**config.mk**
```make
export PLATFORM = sky130hd
export DESIGN_NAME = cic_pdm_decimator
export DESIGN_NICKNAME = d
export VERILOG_FILES = /design/src/rtl/cic_pkg.sv /design/src/rtl/cic_comb_stage.sv /design/src/rtl/cic_pdm_decimator.sv
export SDC_FILE = /design/constraint.sdc
export NUM_CORES = 1
export LEC_CHECK = 0
export CORE_MARGIN = 10
export CORE_UTILIZATION = 45
export CTS_CLUSTER_DIAMETER = 200
export DETAILED_ROUTE_END_ITERATION = 7
export PLACE_DENSITY = 0.72
export SLEW_MARGIN = 20
export SYNTH_ARGS = -nofsm -noshare
export SYNTH_HDL_FRONTEND = slang
export SYNTH_HIERARCHICAL = 1
export SYNTH_SLANG_ARGS = --single-unit
```
**constraint.sdc**
```tcl
create_clock -name clk -period 6.2 [get_ports clk]
set_input_delay 0.93 -clock clk [delete_from_list [all_inputs] [get_ports clk]]
set_output_delay 0.93 -clock clk [all_outputs]
set_load 0.02 [all_outputs]
```
**src/rtl/cic_pkg.sv**
```systemverilog
// Shared constants and helpers for the CIC PDM decimator.
package cic_pkg;

  localparam int unsigned CIC_ORDER         = 3;
  localparam int unsigned CIC_DEC_RATIO_DEF = 32;
  localparam int unsigned CIC_OUT_W_DEF     = 16;

  // Scaled output value plus a clip flag.
  typedef struct packed {
    logic               sat;
    logic signed [63:0] val;
  } cic_scaled_t;

  // Integrator/comb width: enough for the +/-R^3 full-scale comb output plus sign.
  function automatic int unsigned cic_acc_w(input int unsigned dec_ratio);
    return 2 + CIC_ORDER * $clog2(dec_ratio);
  endfunction

  // Align the comb output (range +/-2^(3L)) to out_w bits, then clip to the signed range.
  function automatic cic_scaled_t cic_scale_sat(input logic signed [63:0] v,
                                                input int unsigned       log2_r,
                                                input int unsigned       out_w);
    cic_scaled_t        res;
    logic signed [63:0] s;
    logic signed [63:0] hi;
    logic signed [63:0] lo;
    int unsigned        msb;
    msb = CIC_ORDER * log2_r + 1;
    if (msb > out_w) begin
      s = v >>> (msb - out_w);
    end else begin
      s = v <<< (out_w - msb);
    end
    hi = (64'sd1 <<< (out_w - 1)) - 64'sd1;
    lo = -(64'sd1 <<< (out_w - 1));
    res.sat = 1'b0;
    res.val = s;
    if (s > hi) begin
      res.sat = 1'b1;
      res.val = hi;
    end else if (s < lo) begin
      res.sat = 1'b1;
      res.val = lo;
    end
    return res;
  endfunction

endpackage

```
**src/rtl/cic_comb_stage.sv**
```systemverilog
// One registered CIC differentiator: y = u - u_delayed, advanced only on valid_in.
// Not gated by the block enable so in-flight samples always drain.
module cic_comb_stage
  import cic_pkg::*;
#(
  parameter int unsigned W = cic_acc_w(CIC_DEC_RATIO_DEF)
) (
  input  logic         clk,
  input  logic         rst,
  input  logic         valid_in,
  input  logic [W-1:0] din,
  output logic         valid_out,
  output logic [W-1:0] dout
);

  logic [W-1:0] dly_q;
  logic [W-1:0] dout_q;
  logic         vld_q;

  // Differentiate on each valid input; the delay register tracks only valid inputs.
  always_ff @(posedge clk) begin
    if (rst) begin
      dly_q  <= '0;
      dout_q <= '0;
      vld_q  <= 1'b0;
    end else begin
      vld_q <= valid_in;
      if (valid_in) begin
        dout_q <= din - dly_q;
        dly_q  <= din;
      end
    end
  end

  assign valid_out = vld_q;
  assign dout      = dout_q;

endmodule

```
**src/rtl/cic_pdm_decimator.sv**
```systemverilog
// 3rd-order CIC decimator: 1-bit PDM stream in, signed PCM samples out.
// Optional build macro CIC_SETTLE_MASK_EN suppresses the first 3 post-reset samples.
module cic_pdm_decimator
  import cic_pkg::*;
#(
  parameter int unsigned DEC_RATIO = CIC_DEC_RATIO_DEF,
  parameter int unsigned OUT_W     = CIC_OUT_W_DEF
) (
  input  logic                    clk,
  input  logic                    rst,
  input  logic                    en,
  input  logic                    pdm_en,
  input  logic                    pdm_in,
  output logic signed [OUT_W-1:0] sample_out,
  output logic                    sample_valid,
  output logic                    sat
);

  localparam int unsigned LOG2R = $clog2(DEC_RATIO);
  localparam int unsigned ACC_W = cic_acc_w(DEC_RATIO);
  localparam logic [LOG2R-1:0] CNT_LAST = LOG2R'(DEC_RATIO - 1);

  logic             accept;
  logic             tick;
  logic [ACC_W-1:0] x;
  logic [LOG2R-1:0] cnt_q, cnt_d;
  logic [ACC_W-1:0] i1_q, i1_d;
  logic [ACC_W-1:0] i2_q, i2_d;
  logic [ACC_W-1:0] i3_q, i3_d;
  logic [ACC_W-1:0] cap_q;
  logic             cap_vld_q;

  assign accept = en & pdm_en;
  assign tick   = accept & (cnt_q == CNT_LAST);
  // PDM 1 -> +1, 0 -> -1 (all ones in two's complement).
  assign x      = pdm_in ? ACC_W'(1) : '1;

  // Chained integrator update and bit counter; wrap-around is intended.
  always_comb begin
    cnt_d = cnt_q;
    i1_d  = i1_q;
    i2_d  = i2_q;
    i3_d  = i3_q;
    if (accept) begin
      cnt_d = cnt_q + LOG2R'(1);
      i1_d  = i1_q + x;
      i2_d  = i2_q + i1_d;
      i3_d  = i3_q + i2_d;
    end
  end

  // Integrator/counter state; the tick captures I3 including its own bit.
  always_ff @(posedge clk) begin
    if (rst) begin
      cnt_q     <= '0;
      i1_q      <= '0;
      i2_q      <= '0;
      i3_q      <= '0;
      cap_q     <= '0;
      cap_vld_q <= 1'b0;
    end else begin
      cnt_q     <= cnt_d;
      i1_q      <= i1_d;
      i2_q      <= i2_d;
      i3_q      <= i3_d;
      cap_vld_q <= tick;
      if (tick) begin
        cap_q <= i3_d;
      end
    end
  end

  logic             c1_vld, c2_vld, c3_vld;
  logic [ACC_W-1:0] c1_dat, c2_dat, c3_dat;

  cic_comb_stage #(
    .W(ACC_W)
  ) u_comb1 (
    .clk      (clk),
    .rst      (rst),
    .valid_in (cap_vld_q),
    .din      (cap_q),
    .valid_out(c1_vld),
    .dout     (c1_dat)
  );

  cic_comb_stage #(
    .W(ACC_W)
  ) u_comb2 (
    .clk      (clk),
    .rst      (rst),
    .valid_in (c1_vld),
    .din      (c1_dat),
    .valid_out(c2_vld),
    .dout     (c2_dat)
  );

  cic_comb_stage #(
    .W(ACC_W)
  ) u_comb3 (
    .clk      (clk),
    .rst      (rst),
    .valid_in (c2_vld),
    .din      (c2_dat),
    .valid_out(c3_vld),
    .dout     (c3_dat)
  );

  logic [63:0] c3_ext;
  cic_scaled_t scaled;
  logic        unused_scaled;

  assign c3_ext        = {{(64 - ACC_W){c3_dat[ACC_W-1]}}, c3_dat};
  assign scaled        = cic_scale_sat(signed'(c3_ext), LOG2R, OUT_W);
  assign unused_scaled = ^scaled.val[63:OUT_W];

  logic masked;
  logic publish;

`ifdef CIC_SETTLE_MASK_EN
  logic [1:0] mask_cnt_q;

  assign masked = (mask_cnt_q != 2'd3);

  // Count the settling samples that leave the combs while history is still filling.
  always_ff @(posedge clk) begin
    if (rst) begin
      mask_cnt_q <= '0;
    end else if (c3_vld && masked) begin
      mask_cnt_q <= mask_cnt_q + 2'd1;
    end
  end
`else
  assign masked = 1'b0;
`endif

  assign publish = c3_vld & ~masked;

  logic signed [OUT_W-1:0] sample_q;
  logic                    valid_q;
  logic                    sat_q;

  // Output register: sample held between strobes, sat only alongside the strobe.
  always_ff @(posedge clk) begin
    if (rst) begin
      sample_q <= '0;
      valid_q  <= 1'b0;
      sat_q    <= 1'b0;
    end else begin
      valid_q <= publish;
      sat_q   <= publish & scaled.sat;
      if (publish) begin
        sample_q <= scaled.val[OUT_W-1:0];
      end
    end
  end

  assign sample_out   = sample_q;
  assign sample_valid = valid_q;
  assign sat          = sat_q;

endmodule

```
==> run summary, run 1 <==
The flow ran to the end, and the final reports show no timing, DRC or antenna violations. The async set-reset flop share out of synthesis was 0; the clock sink count was 197. The critical path crosses 26 cells after its start point.

The floorplan row count was 60. Startpoint-to-endpoint class of the critical path: primary input to flop. The count of pins over their slew limit was 0; the number of placed instances, taps included was 1867. The count of input and output buffers was 22; the post-synth design cell area was 12350 um^2. The tools report the final cell count without fillers as 1900. The worst stage delay on the critical path works out to 470 ps.

In the synthesized netlist the dominant register cell turns out to be sky130_fd_sc_hd__dfxtp_1. The tools report the final setup skew as 16.37 ps. On the critical path the largest part of the delay comes from compound AO/OA/AOI/OAI gates. The run gives 0 as the final global-route overflow total. Along the worst hold path, the cell count comes to 2. The wire length after detailed routing came out at 26710 um. After clock tree synthesis, the clock-pin slew on the worst setup and hold paths is 80 ps. Class of the worst hold path: flop to flop. The tools report the static leakage power as 5.337 nW. Worst-path cell with the longest stage delay: sky130_fd_sc_hd__clkdlybuf4s50_1. Subtracting the final worst setup slack from the clock period gives 5908 ps. The die is 185.6 um tall. The total clock buffers created by CTS was 17; the depth of the most critical reg-to-reg path was 24. The first detailed-routing pass took 8 iterations. Based on the critical path, the design can be clocked at up to 0.1693 GHz. The worst endpoint required time is 6550 ps, and the routed via count divided by cell count is 5.585.

The cell that appears most often on the critical path is sky130_fd_sc_hd__ha_1. The clock tree synthesis step divided the H-tree into 4 levels. Insertion delay to the later sink of the worst-skew pair: 440 ps. The number of different library cells used by synthesis comes to 77. Final-report hold violation count: 0. The endpoint identified for the worst register-to-register timing path is cap_q[16].

Final hold analysis gives a worst-case slack of 462.3 ps. From left edge to right edge, the die measures 185.6 um. The start point of the critical path was pdm_in. The initial standard-cell utilization of the core is 0.4581.

The register-to-register setup slack was 1000 ps. Overall global routing resource usage: 0.1549. Counting every net in the synthesized netlist gives 1630. The number of max-capacitance violations reported was 0. The deepest clock path buffer count came out at 2. The post-route clock period utilization was 0.9529. For the number of global-route vias before repair, the log shows 10270. Synthesis-to-layout area growth: 11.58%.

STA classifies the critical path startpoint as a primary input. The HPWL after detailed placement is 19100 um. The final worst-path setup slack was 291.7 ps. The run gives 0 as the number of antenna violations at the first check in global routing. Entering global routing, the biggest net connects 71 pins. For the global placer's final weighted congestion, the log shows 0.8932. The routed length per placed instance is 14.06 um, and the number of fill cells in the layout is 2480.

The first global-routing pass estimated 45600 um of wire. The number of inserted diodes came out at 0. The relative max-transition margin is 0.2959, and the total vias in the final route is 10610.

In this run the worst path has a maximum fanout of 13. The share of post-route cells with drive strength above 1 was 0.09493. The tools report the worst endpoint data arrival time as 6260 ps. The run gives 6 as the number of synthesis warnings. The worst setup path is captured at a flop. The part of the Yosys area used for sequential elements is 0.3194.

The detailed router finished its first iteration with 728 violations. The largest vdd supply drop was 0.0001487 V; the gate count after technology mapping was 1518. Setup violations remaining at the end of the flow were counted as 0. The total power density per cell area was 243.6 nW/um^2; the count of nets left with antenna violations after detail routing was 0. The area inside the core boundary is 26950 um^2, and the total I/O pin count is 23. The tools report the area occupied by multi-input gates as 7767 um^2. Clock tree synthesis selected as its root buffer the cell sky130_fd_sc_hd__clkbuf_16.

Summing all flip-flop and latch instances after layout gives 3948 um^2. The tools report the number of nets in the layout as 1658. Together, buffers and inverters on the worst path number 3.

In this run, synthesis inferred 0 flip-flops with an integrated enable. The critical path ends at cap_q[16]. The die covers 34460 um^2. Post-route DRC violation count: 0.

Counting flops and latches in the post-synthesis netlist gives 197. The worst register-to-register path begins at i1_q[0]. At the pin with the least slew margin, the transition time is 1056 ps. For the minimum setup slack after placement, the log shows -316.7 ps. TritonCTS built the clock tree.

A synthesized cell averages 8.133 um^2.
==> cell type report <==
class                      count  share of cell area
clock buffer                  17             0.03088
clock inverter                15             0.01326
inverter                      93             0.02534
multi-input combinational   1156              0.5639
sequential                   197              0.2866
tap                          341             0.03097
timing repair buffer          81             0.04914
==> per-layer routing <==
metal  track usage  up-vias  share of wire
li1              -     5478              -
met1        0.1728     4911           0.44
met2        0.2885      167           0.51
met3       0.02164       55          0.024
met4       0.06127        0          0.024
met5             0        -              0
==> sequential cells by signal (all words and copies together), names as in the netlist, 5 cells and up <==
| register | count |
|---|---|
| u_comb1/dout | 17 |
| i3_q | 17 |
| i2_q | 17 |
| u_comb2/dout | 17 |
| i1_q | 17 |
| u_comb2/dly_q | 17 |
| u_comb3/dly_q | 17 |
| sample_out | 16 |
| cnt_q | 5 |
| u_comb3/dout | 17 |
| u_comb1/dly_q | 17 |
| cap_q | 17 |
==> cell families after synthesis <==
group,share of synthesized area
buffers and inverters,0.05392
flip-flops,0.3194
multiplexers,0.04703
AND/OR/NAND/NOR,0.2071
AO/OA/AOI/OAI,0.2228
adder cells (fa/ha/maj),0.1121
XOR/XNOR,0.03770
==> metrics by stage <==
step	util	total power, mW	cell area [um^2]	TNS (ps)
6_report	0.5111	3.356	13780	0
4_1_cts	0.5098	3.365	13740	0
3_3_place_gp	0.4873	2.233	13130	-337.6
3_5_place_dp	0.4873	2.254	13130	-774.9
2_1_floorplan	-	2.006	12350	0
5_1_grt	0.5111	3.542	13780	-30.00
==> layout by cell type (no fill, tap or decap), drive strengths merged, types with 13 or more instances in the layout <==
cell | netlist | final
nand2b | 28 | 28
ha | 101 | 101
a211oi | 39 | 39
a21oi | 148 | 148
inv | 90 | 95
clkbuf | 44 | 17
mux2i | 58 | 58
clkdlybuf4s50 | 0 | 21
buf | 28 | 60
clkinv | 3 | 13
a21o | 18 | 18
o211ai | 14 | 14
o21ai | 59 | 59
nor2 | 153 | 153
or3 | 25 | 25
nand3 | 40 | 40
nand4 | 22 | 22
nand2 | 171 | 171
o21a | 19 | 19
dfxtp | 197 | 197
nor3 | 35 | 35
xnor2 | 34 | 34
xor2 | 14 | 14
==> worst reg2reg max path, delay by kind of cell, from the launching register on <==
| family | cells | cell delay [ps] |
|---|---|---|
| DFF | 1 | 390 |
| xor gates and xnor gates | 1 | 260 |
| buffers and inverters | 1 | 110 |
| adders and majority gates | 3 | 1020 |
| AOI/OAI and AO/OA | 11 | 2070 |
| and+or+nand+nor | 8 | 1240 |
==> worst min path at each step <==
stage,from,to,slack (ps)
after floorplan,u_comb3/dout[9],u_comb3/dout[9],430
after global placement,i2_q[0],i2_q[0],450
after detailed placement,u_comb3/dout[9],u_comb3/dout[9],450
after CTS,i1_q[9],i1_q[9],460
after global routing,i3_q[7],i3_q[7],480
final,i1_q[8],i1_q[8],460
==> power breakdown <==
part | switching [mW] | internal (mW) | total [mW]
sequential | 0.0301 | 1.31 | 1.34
combinational | 0.497 | 0.412 | 0.909
clock | 0.561 | 0.546 | 1.11
total | 1.09 | 2.27 | 3.36
==> cells in the mapped netlist (all sizes together) (7+ instances only) <==
cell type	n	area, um^2
a32oi	7	61.31
a2111oi	7	81.33
nor2	153	584.3
a21o	18	135.1
o21ai	59	295.3
nand3	40	200.2
nand2	171	641.9
o221ai	7	61.31
nor2b	9	56.30
a211oi	39	317.8
nor3	35	175.2
ha	101	1264
nand4	22	143.9
o21bai	7	52.55
nand3b	12	90.09
nor3b	9	67.56
xnor2	34	297.8
buf	28	151.4
xor2	14	122.6
mux2i	58	580.6
nand2b	28	175.2
o21a	19	142.6
a21boi	12	90.09
and3	7	43.79
o211ai	14	105.1
dfxtp	197	3944
clkbuf	44	165.2
a21oi	148	800.8
inv	90	337.8
a211o	7	61.31
or3	25	161.4
==> what timing repair did <==
action,in CTS,in global routing
hold buffers,0,0
endpoints found under the setup margin,0,5
gates resized for setup,0,11
setup buffers,0,1
Power figures use the tool's default switching activity.
==> run 2, diff against run 1 <==
PLACE_DENSITY = 0.7   (was 0.72)
clock period = 6.79 ns   (was 6.2 ns; I/O delays follow)
==> run summary, run 2 (synthesis gave the netlist of run 1 again) <==
The logs give 0 for the final-report hold violation count and 0 for the post-route DRC violation count. OpenSTA, run right after detailed placement, puts the worst setup slack at -10.73 ps. Along the worst path, the maximum fanout reaches 13. The share of post-route cells with drive strength above 1 works out to 0.06038. The worst stage delay on the critical path works out to 480 ps. In this run the number of H-tree levels came out at 4. The number of antenna violations at the first check in global routing was 0; the area of the die was 34460 um^2. The clock period could shrink to 6437 ps. The number of inserted diodes is 0. For the overall global routing resource usage, the log shows 0.1582. The initialized floorplan defines 60 standard-cell rows.

The top cell types in the final layout, fill and taps aside, are sky130_fd_sc_hd__dfxtp_1, sky130_fd_sc_hd__nand2_1, sky130_fd_sc_hd__nor2_1. The die is 185.6 um wide. The longest clock path from root to sink contains 2 buffers. Leaving out fill and tap cells, the most frequent cell in the layout is sky130_fd_sc_hd__dfxtp_1. Summing all multi-input logic gate instances after layout gives 7745 um^2. The design draws 2.970 mW. At the worst endpoint, the required time is 7140 ps.

After filler insertion, the fill cell instance count of the layout stands at 2568. The post-route clock period utilization is 0.9479, and the cell area after layout is 13340 um^2. The routed via count divided by cell count came out at 5.653.

The initial standard-cell utilization of the core was 0.4581; the total power density per cell area was 222.7 nW/um^2. The largest vdd supply drop is 0.0001343 V, and the floorplan die height is 185.6 um. The achievable clock frequency came out at 0.1554 GHz. In this run the tool buffered the top-level ports with 22 buffer cells. The clock drives 197 sinks. The clock slew at the register clock pins of the worst setup and hold paths was 80 ps. Summing all flip-flop and latch instances after layout gives 3948 um^2. The worst-path cell with the longest stage delay is sky130_fd_sc_hd__clkdlybuf4s50_1.

The flow ran to the end, and the final reports show no timing, DRC or antenna violations. The routed design has 26910 um of wire. Setup repair after global routing left no endpoint under its margin. For the number of search-and-repair iterations in the first detailed-routing pass, the log shows 6.

The first global-routing pass estimated 46490 um of wire. The worst setup path is launched from a primary input. The static leakage power is 5.067 nW.

Post-place instance area: 12740 um^2. The buffer and inverter count on the worst path works out to 3. The tools report the relative max-transition margin as 0.3003.

For the worst setup path, the data arrival time is 6790 ps. The worst setup path is captured at a flop. The HPWL after detailed placement is 19240 um.

The cell family contributing the most delay on the critical path is compound AO/OA/AOI/OAI gates. The count of pins over their slew limit was 0. The count of nets left with antenna violations after detail routing came out at 0. The tools report the root buffer cell as sky130_fd_sc_hd__clkbuf_16. The run gives 23 as the total I/O pin count.

The total overflow left after global routing is 0. In the final routed layout, each cell accounts on average for 14.56 um. Once routing completed, OpenROAD measured the worst setup slack at 353.5 ps.

The region available for standard cell placement spans 26950 um^2. Setup violations remaining at the end of the flow were counted as 0. TritonCTS built the clock tree. The number of global-route vias before repair came out at 10110. Relative to the synthesized area, the layout overhead comes to 8.026%. The clock reaches the later pin of the worst-skew pair after 440 ps. Most frequent cell on the critical path: sky130_fd_sc_hd__ha_1. For this run, the post-layout net count is 1606. The congestion estimate from routability-driven global placement came to 0.8851. For the final database, setup skew stands at 10.97 ps. Max-cap violations in this run came to 0. The total clock buffers created by CTS came out at 17.

The run gives 88 as the maximum number of pins on one net before global-route repair. After clock tree synthesis, the flow added hold-fix buffers numbering 0. The worst hold path belongs to the class flop to flop. Worst-margin pin slew: 1050 ps. Detailed routing inserted a total of 10450 vias. The startpoint-to-endpoint class of the critical path is primary input to flop. The first routing iteration left 745 violations.
==> run 2: path summary, 6_finish.rpt <==
kind                            depth (start not counted)         to    start  slack (ps)
worst min-delay path                                    2    i3_q[6]  i3_q[6]         460
worst max-delay path                                   26  cap_q[16]   pdm_in         350
worst max register to register                         24  cap_q[16]  i1_q[0]        1140
worst min register to register                          2    i3_q[6]  i3_q[6]         460
==> run 2: per-layer routing <==
| metal | vias up | track usage | wire length [um] |
|---|---|---|---|
| li1 | 5371 | - | - |
| met1 | 4858 | 0.1836 | 11990 |
| met2 | 175 | 0.2891 | 13670 |
| met3 | 42 | 0.02145 | 733 |
| met4 | 0 | 0.05708 | 516 |
| met5 | - | 0 | 0 |
==> run 2: area by class of cell <==
type                            instances  area share
Tap cell                              341     0.03199
Timing Repair Buffer                   29     0.02055
Multi-Input combinational cell       1156      0.5807
Clock buffer                           18     0.03293
Inverter                               93     0.02618
Clock inverter                         14     0.01163
Sequential cell                       197      0.2960
==> run 2: what timing repair did <==
| action | CTS | global route |
|---|---|---|
| resized for setup | 0 | 1 |
| setup endpoints to repair | 0 | 2 |
| setup buffers | 0 | 0 |
==> run 2: worst min-delay path: stages, from the launching register on <==
cell,delay [ps]
sky130_fd_sc_hd__dfxtp_1,320
sky130_fd_sc_hd__nand2_1,50
sky130_fd_sc_hd__a21oi_1,50
==> run 2: per-stage QoR <==
stage	std cells	util	hold slack [ps]	setup TNS, ps
floorplan	1518	-	425.9	0
global placement	1816	0.4726	447.0	0
detailed placement	1816	0.4726	452.4	-10.73
CTS	1848	0.4947	464.6	0
global route	1848	0.4948	483.6	0
finish	1848	0.4948	462.7	0
==> run 2: power breakdown <==
group	total (mW)	switching (mW)	internal (mW)
registers	1.23	0.0288	1.20
clock network	1.00	0.500	0.504
logic	0.740	0.439	0.301
total	2.97	0.968	2.00
